## config.mk

```make
export PLATFORM = sky130hd
export DESIGN_NAME = usb_tx
export DESIGN_NICKNAME = d
export VERILOG_FILES = /design/src/rtl/usb_pkg.sv /design/src/rtl/usb_tx_encoder.sv /design/src/rtl/usb_tx.sv
export SDC_FILE = /design/constraint.sdc
export NUM_CORES = 1
export LEC_CHECK = 0
export CORE_ASPECT_RATIO = 1.4
export CORE_UTILIZATION = 60
export CTS_CLUSTER_DIAMETER = 150
export DETAILED_ROUTE_END_ITERATION = 6
export GPL_TIMING_DRIVEN = 0
export PLACE_DENSITY = 0.81
export SYNTH_ARGS = -nofsm -noshare
export SYNTH_HDL_FRONTEND = slang
export SYNTH_HIERARCHICAL = 1
export SYNTH_SLANG_ARGS = --single-unit
```

## constraint.sdc

```tcl
create_clock -name clk -period 5.8 [get_ports clk]
set_clock_uncertainty 0.2 [all_clocks]
set_input_delay 1.16 -clock clk [delete_from_list [all_inputs] [get_ports clk]]
set_output_delay 1.16 -clock clk [all_outputs]
set_load 0.02 [all_outputs]
```

## src/rtl/usb_pkg.sv

```systemverilog
// rtl/usb_pkg.sv - shared encodings and constants for the full-speed USB transmitter
package usb_pkg;

    typedef enum logic [2:0] {
        PKT_NONE  = 3'd0,
        PKT_DATA0 = 3'd1,
        PKT_DATA1 = 3'd2,
        PKT_ACK   = 3'd3,
        PKT_NAK   = 3'd4,
        PKT_STALL = 3'd5
    } tx_packet_e;

    localparam logic [3:0] PID_DATA0 = 4'b0011;
    localparam logic [3:0] PID_DATA1 = 4'b1011;
    localparam logic [3:0] PID_ACK   = 4'b0010;
    localparam logic [3:0] PID_NAK   = 4'b1010;
    localparam logic [3:0] PID_STALL = 4'b1110;

    localparam logic [7:0]  SYNC_BYTE      = 8'h80;
    localparam logic [15:0] CRC16_POLY     = 16'h8005;
    // Bit-reversed polynomial, for a register shifted right because data goes out LSB first.
    localparam logic [15:0] CRC16_POLY_REV = 16'hA001;
    localparam logic [15:0] CRC16_INIT     = 16'hFFFF;

    typedef enum logic [1:0] {LINE_J, LINE_K, LINE_SE0} line_e;

    // What the encoder should put on the line at its next bit boundary.
    typedef enum logic [1:0] {SYM_BIT, SYM_SE0, SYM_J, SYM_IDLE} sym_e;

    function automatic logic [3:0] pid_for(input logic [2:0] pkt);
        case (pkt)
            PKT_DATA0: return PID_DATA0;
            PKT_DATA1: return PID_DATA1;
            PKT_ACK:   return PID_ACK;
            PKT_NAK:   return PID_NAK;
            PKT_STALL: return PID_STALL;
            default:   return 4'h0;
        endcase
    endfunction

endpackage

```

## src/rtl/usb_tx_encoder.sv

```systemverilog
// rtl/usb_tx_encoder.sv - bit timer, bit stuffing and NRZI line driver
module usb_tx_encoder
    import usb_pkg::*;
#(
    parameter int CLKS_PER_BIT = 9
) (
    input  logic       clk,
    input  logic       rst,
    input  logic       start_i,
    input  logic [1:0] sym_i,
    input  logic       bit_i,
    output logic       take_o,
    output logic       active_o,
    output logic       dp_o,
    output logic       dm_o
);

    localparam int TW = $clog2(CLKS_PER_BIT);

    logic [TW-1:0] timer_q;
    logic [2:0]    ones_q;
    logic          running_q;
    logic          nrzi_q;
    logic          dp_q;
    logic          dm_q;
    logic          boundary;
    logic          stuff;
    sym_e          sym;

    assign sym      = sym_e'(sym_i);
    assign boundary = running_q ? (timer_q == TW'(CLKS_PER_BIT - 1)) : start_i;
    // A pending stuff bit pre-empts whatever symbol is offered, EOP included.
    assign stuff    = running_q && (ones_q == 3'd6);
    assign take_o   = boundary && !stuff;
    assign active_o = running_q;
    assign dp_o     = dp_q;
    assign dm_o     = dm_q;

    always_ff @(posedge clk) begin
        if (rst) begin
            running_q <= 1'b0;
            timer_q   <= '0;
            ones_q    <= '0;
            nrzi_q    <= 1'b1;
            dp_q      <= 1'b1;
            dm_q      <= 1'b0;
        end else begin
            if (running_q && !boundary) begin
                timer_q <= timer_q + 1'b1;
            end else begin
                timer_q <= '0;
            end
            if (boundary) begin
                running_q <= 1'b1;
                if (stuff || (sym == SYM_BIT && !bit_i)) begin
                    nrzi_q <= ~nrzi_q;
                    dp_q   <= ~nrzi_q;
                    dm_q   <= nrzi_q;
                    ones_q <= '0;
                end else if (sym == SYM_BIT) begin
                    ones_q <= ones_q + 1'b1;
                end else if (sym == SYM_SE0) begin
                    dp_q   <= 1'b0;
                    dm_q   <= 1'b0;
                    ones_q <= '0;
                end else begin
                    running_q <= (sym == SYM_J);
                    nrzi_q    <= 1'b1;
                    dp_q      <= 1'b1;
                    dm_q      <= 1'b0;
                    ones_q    <= '0;
                end
            end
        end
    end

endmodule

```

## src/rtl/usb_tx.sv

```systemverilog
// rtl/usb_tx.sv - full-speed USB packet transmitter: packet FSM, byte shifter and CRC16
module usb_tx
    import usb_pkg::*;
#(
    parameter int CLKS_PER_BIT = 9,
    parameter int MAX_PAYLOAD  = 64
) (
    input  logic       clk,
    input  logic       rst,
    input  logic       tx_start,
    input  logic [2:0] tx_packet,
    input  logic [6:0] buffer_occupancy,
    input  logic [7:0] tx_packet_data,
    output logic       get_tx_packet_data,
    output logic       tx_transfer_active,
    output logic       tx_error,
    output logic       dp_out,
    output logic       dm_out
);

    typedef enum logic [2:0] {S_IDLE, S_SYNC, S_PID, S_DATA, S_CRC, S_EOP_SE0, S_EOP_J} state_e;

    state_e      state_q;
    logic [15:0] shift_q;
    logic [4:0]  bit_cnt_q;
    logic [6:0]  byte_cnt_q;
    logic [15:0] crc_q;
    logic [3:0]  pid_q;
    logic        is_data_q;
    logic        error_q;
    logic        pop_q;

    logic        req_data;
    logic        req_ok;
    logic        enc_start;
    logic        take;
    logic        bit_out;
    logic        last_bit;
    logic [15:0] crc_d;
    sym_e        sym;

    assign req_data  = (tx_packet == PKT_DATA0) || (tx_packet == PKT_DATA1);
    assign req_ok    = (tx_packet >= 3'd1) && (tx_packet <= 3'd5) &&
                       !(req_data && (buffer_occupancy > 7'(MAX_PAYLOAD)));
    assign enc_start = (state_q == S_IDLE) && tx_start && req_ok;
    // The first sync bit must reach the encoder in the same cycle as the request.
    assign bit_out   = (state_q == S_IDLE) ? SYNC_BYTE[0] : shift_q[0];
    assign last_bit  = (bit_cnt_q == 5'd1);
    assign crc_d     = {1'b0, crc_q[15:1]} ^ ((crc_q[0] ^ shift_q[0]) ? CRC16_POLY_REV : 16'h0000);

    always_comb begin
        sym = SYM_BIT;
        case (state_q)
            S_EOP_SE0: sym = SYM_SE0;
            S_EOP_J:   sym = (bit_cnt_q == 5'd2) ? SYM_J : SYM_IDLE;
            default:   sym = SYM_BIT;
        endcase
    end

    usb_tx_encoder #(.CLKS_PER_BIT(CLKS_PER_BIT)) u_encoder (
        .clk      (clk),
        .rst      (rst),
        .start_i  (enc_start),
        .sym_i    (sym),
        .bit_i    (bit_out),
        .take_o   (take),
        .active_o (tx_transfer_active),
        .dp_o     (dp_out),
        .dm_o     (dm_out)
    );

    assign get_tx_packet_data = pop_q;
    assign tx_error           = error_q;

    always_ff @(posedge clk) begin
        if (rst) begin
            state_q    <= S_IDLE;
            shift_q    <= '0;
            bit_cnt_q  <= '0;
            byte_cnt_q <= '0;
            crc_q      <= CRC16_INIT;
            pid_q      <= '0;
            is_data_q  <= 1'b0;
            error_q    <= 1'b0;
            pop_q      <= 1'b0;
        end else begin
            pop_q <= 1'b0;
            if (take && (state_q inside {S_SYNC, S_PID, S_DATA, S_CRC})) begin
                shift_q   <= shift_q >> 1;
                bit_cnt_q <= bit_cnt_q - 1'b1;
            end
            case (state_q)
                S_IDLE: begin
                    if (tx_start) begin
                        if (req_ok) begin
                            error_q    <= 1'b0;
                            state_q    <= S_SYNC;
                            shift_q    <= {9'h000, SYNC_BYTE[7:1]};
                            bit_cnt_q  <= 5'd7;
                            pid_q      <= pid_for(tx_packet);
                            is_data_q  <= req_data;
                            byte_cnt_q <= buffer_occupancy;
                            crc_q      <= CRC16_INIT;
                        end else begin
                            error_q <= 1'b1;
                        end
                    end
                end
                S_SYNC: begin
                    if (take && last_bit) begin
                        shift_q   <= {8'h00, ~pid_q, pid_q};
                        bit_cnt_q <= 5'd8;
                        state_q   <= S_PID;
                    end
                end
                S_PID: begin
                    if (take && last_bit) begin
                        if (!is_data_q) begin
                            state_q   <= S_EOP_SE0;
                            bit_cnt_q <= 5'd2;
                        end else if (byte_cnt_q != 7'd0) begin
                            shift_q    <= {8'h00, tx_packet_data};
                            byte_cnt_q <= byte_cnt_q - 1'b1;
                            pop_q      <= 1'b1;
                            bit_cnt_q  <= 5'd8;
                            state_q    <= S_DATA;
                        end else begin
                            shift_q   <= ~crc_q;
                            bit_cnt_q <= 5'd16;
                            state_q   <= S_CRC;
                        end
                    end
                end
                S_DATA: begin
                    if (take) begin
                        crc_q <= crc_d;
                        if (last_bit) begin
                            if (byte_cnt_q != 7'd0) begin
                                shift_q    <= {8'h00, tx_packet_data};
                                byte_cnt_q <= byte_cnt_q - 1'b1;
                                pop_q      <= 1'b1;
                                bit_cnt_q  <= 5'd8;
                            end else begin
                                shift_q   <= ~crc_d;
                                bit_cnt_q <= 5'd16;
                                state_q   <= S_CRC;
                            end
                        end
                    end
                end
                S_CRC: begin
                    if (take && last_bit) begin
                        state_q   <= S_EOP_SE0;
                        bit_cnt_q <= 5'd2;
                    end
                end
                S_EOP_SE0: begin
                    if (take) begin
                        if (last_bit) begin
                            state_q   <= S_EOP_J;
                            bit_cnt_q <= 5'd2;
                        end else begin
                            bit_cnt_q <= bit_cnt_q - 1'b1;
                        end
                    end
                end
                S_EOP_J: begin
                    // First take drives the J bit; the second ends it and releases the line.
                    if (take) begin
                        if (bit_cnt_q == 5'd2) begin
                            bit_cnt_q <= 5'd1;
                        end else begin
                            state_q <= S_IDLE;
                        end
                    end
                end
                default: state_q <= S_IDLE;
            endcase
        end
    end

endmodule

```

==> impl_metrics.json <==
{
  "status": "finished, final reports clean",
  "finalHoldViolCount": 0,
  "clockRootBuffer": "clkbuf_8",
  "worstMarginPinSlew_ns": 0.768,
  "clockBufferDepth": 2,
  "post_cts_buffers": 0,
  "drive_gt1_frac": 0.0998,
  "p_leak_nw": 1.72,
  "synth_top_area_frac": 0.319,
  "cts_tree": "done",
  "holdWs_ns": 0.260,
  "synthTopCellsByArea": "dfxtp_1, nor2_1, a21oi_1, nand2_1, nor3_1",
  "grt_util_all_layers": 0.337,
  "numCtsBuffers": 9,
  "antenna_cells": 0,
  "overflow": 0,
  "ctsHoldBuffers": 0,
  "clock_latency_ns": 0.35,
  "slew_violations": 0,
  "firstDrtPassIters": 5,
  "crit_fanout": 11,
  "die_w_um": 71.7,
  "relSlewSlack": 0.484,
  "core_area_um2": 6570,
  "final_nets": 575,
  "r2r-start": "state_q[2]$_SDFFE_PP0P_",
  "synthArstFlopShare": 0,
  "die_h_um": 99.6,
  "grt_pass1_vias": 4045,
  "synth-edff-count": 0,
  "crit_path_start_kind": "primary input",
  "fin_crit_sh": 0.975,
  "num_rows": 35,
  "vias": 4143,
  "required_ns": 5.79,
  "powerDensity_nw_per_um2": 252,
  "yosysSeqAreaShare": 0.319,
  "setup_tns_ns": 0,
  "yosysWarningCount": 6,
  "gp_congestion": 0.955,
  "viasPerCell": 6.63,
  "route.detailed.drc": 0,
  "finalCoreUtilization": 0.704,
  "max_freq_mhz": 177,
  "critPathCaptureType": "register",
  "synth_flop_cell": "dfxtp_1",
  "hp-class": "register to register",
  "setup_violations": 0,
  "ys_ff_latch": 65,
  "grt_max_degree": 12,
  "fillers": 542,
  "cap_viol_max_count": 0,
  "initial_core_util": 0.621,
  "antenna_found_initial": 0,
  "clkSinkCount": 65,
  "yosys.area.top_type": "dfxtp_1",
  "grt_pass1_wl_um": 19000,
  "placed_area_um2": 4410,
  "fin_total_pwr_mw": 1.17,
  "crit_type": "primary input to register",
  "dp_hpwl_um": 8410,
  "fin_area_um2": 4620,
  "avgSynthCellArea_um2": 7.98,
  "wl_um": 11600,
  "startpoint": "tx_packet[1]",
  "clk_pin_slew_ns": 0.07,
  "h-tree-depth": 3,
  "synth_nets": 540,
  "cp_data_arrival_time_ns": 5.64,
  "netlist_area_um2": 4080,
  "avgRoutedWirePerCell_um": 18.5,
  "io_pins": 26,
  "syn_to_final_growth_pct": 13.3,
  "syn_inst": 511,
  "postRouteAntennaNets": 0,
  "dieArea_um2": 7140,
  "ir_worst_vdd_mv": 0.245,
  "drt-initial-drc-count": 282,
  "io_buffers": 24,
  "ys_types": 80,
  "min_from": "u_encoder/timer_q[0]$_SDFF_PP0_",
  "fin_crit_ns": 5.66,
  "grt_setup_unrepaired": "no"
}
-- layout by cell type, fill, tap and decap left out, types with 6 or more instances in the layout --
master / Yosys / routed
o21ai_0: 21 / 21
ha_1: 8 / 8
inv_1: 16 / 16
o211ai_1: 6 / 6
o21bai_1: 16 / 16
o22ai_1: 14 / 14
nor3_1: 29 / 29
dfxtp_1: 65 / 65
clkbuf_8: 0 / 9
clkbuf_1: 22 / 23
a21oi_1: 36 / 36
buf_2: 6 / 6
nor2_1: 52 / 52
nand3_1: 16 / 16
or3_1: 10 / 10
nor3b_1: 7 / 7
clkdlybuf4s50_1: 0 / 24
a211oi_1: 6 / 6
mux2i_1: 12 / 12
nand2_1: 45 / 45
-- cell families after synthesis --
logic type | synth area share
AOI/OAI and AO/OA | 0.285
muxes | 0.0432
xor gates and xnor gates | 0.0172
and+or+nand+nor | 0.248
DFF | 0.319
buffers and inverters | 0.0626
adders and majority gates | 0.0245
-- flip-flops by register name, indices dropped and copies added, names as in the netlist, 3 cells and up --
register and cells:
crc_q 16, shift_q 16, byte_cnt_q 7, bit_cnt_q 5, pid_q 4, u_encoder/timer_q 4
state_q 3, u_encoder/ones_q 3
-- metal layers --
metal	GRT usage	vias to the layer above	part of all wire
met4	0.173	0	0.039
met2	0.589	214	0.50
li1	-	1962	-
met1	0.388	1916	0.39
met3	0.0578	51	0.065
met5	0	-	0
-- final cells by class --
cell class | instances | area, µm² | area share
clock inverters | 5 | 78.8 | 0.0170
flip-flops and latches | 65 | 1300 | 0.281
well taps | 74 | 92.6 | 0.0200
multi-input cells | 392 | 2520 | 0.546
repair buffers | 24 | 240 | 0.0519
inverters | 16 | 60.1 | 0.0130
clock buffers | 11 | 131 | 0.0284
plain buffers | 38 | 196 | 0.0425
-- per-stage QoR --
stage / setup slack (ns) / instances
floorplan: 1.39 / 511
global placement: -0.106 / 609
detailed placement: -0.152 / 609
CTS: 0.198 / 625
global route: 0.0247 / 625
finish: 0.143 / 625
-- worst paths after layout --
| path | to | cells past startpoint | slack [ns] |
|---|---|---|---|
| worst max-delay path | bit_cnt_q[3]$_SDFF_PP0_ | 17 | 0.14 |
| worst min-delay path | u_encoder/timer_q[0]$_SDFF_PP0_ | 1 | 0.26 |
| worst max register to register | bit_cnt_q[3]$_SDFF_PP0_ | 15 | 1.68 |
| worst min register to register | u_encoder/timer_q[0]$_SDFF_PP0_ | 1 | 0.26 |
-- synthesized netlist by cell type (all sizes together) (3+ instances only) --
library cell / n
o221ai: 3
o32ai: 5
nand2b: 4
o22a: 5
o211ai: 7
or3: 10
xnor2: 5
mux2: 5
a21oi: 37
o22ai: 14
o21a: 4
nand2: 45
a2111oi: 3
nor4: 3
ha: 8
dfxtp: 65
nor4b: 3
nor2: 54
a222oi: 3
buf: 16
a32oi: 3
xor2: 3
and3: 5
mux2i: 12
o21ai: 24
nand3b: 4
nor3b: 8
a211oi: 9
nand3: 17
nor3: 29
a31o: 3
o21bai: 17
inv: 16
clkbuf: 22
a22oi: 3
a31oi: 5
-- power by group --
part           switching, mW  internal [mW]  total [mW]
registers             0.0170          0.464       0.481
logic                  0.166         0.0989       0.265
clock network          0.179          0.242       0.421
total                  0.362          0.805        1.17
-- critical path, stage by stage --
cell and delay, ns:
clkdlybuf4s50_1 0.50, xnor2_1 0.27, nor3b_1 0.09, a211oi_2 0.61, nand2_1 0.39, inv_1 0.16, buf_4 0.22, and2b_4 0.23
nor2_2 0.07, nor2_1 0.33, clkbuf_2 0.34, nand2_1 0.14, clkbuf_1 0.27, o21ai_0 0.22, a21oi_1 0.06, o41ai_1 0.38
a21oi_1 0.16
-- timing repair --
item / in CTS / in global routing
hold endpoints to repair: 0 / 0
setup endpoints to repair: 0 / 5
resized for setup: 0 / 2
(Power assumes the default switching activity.)
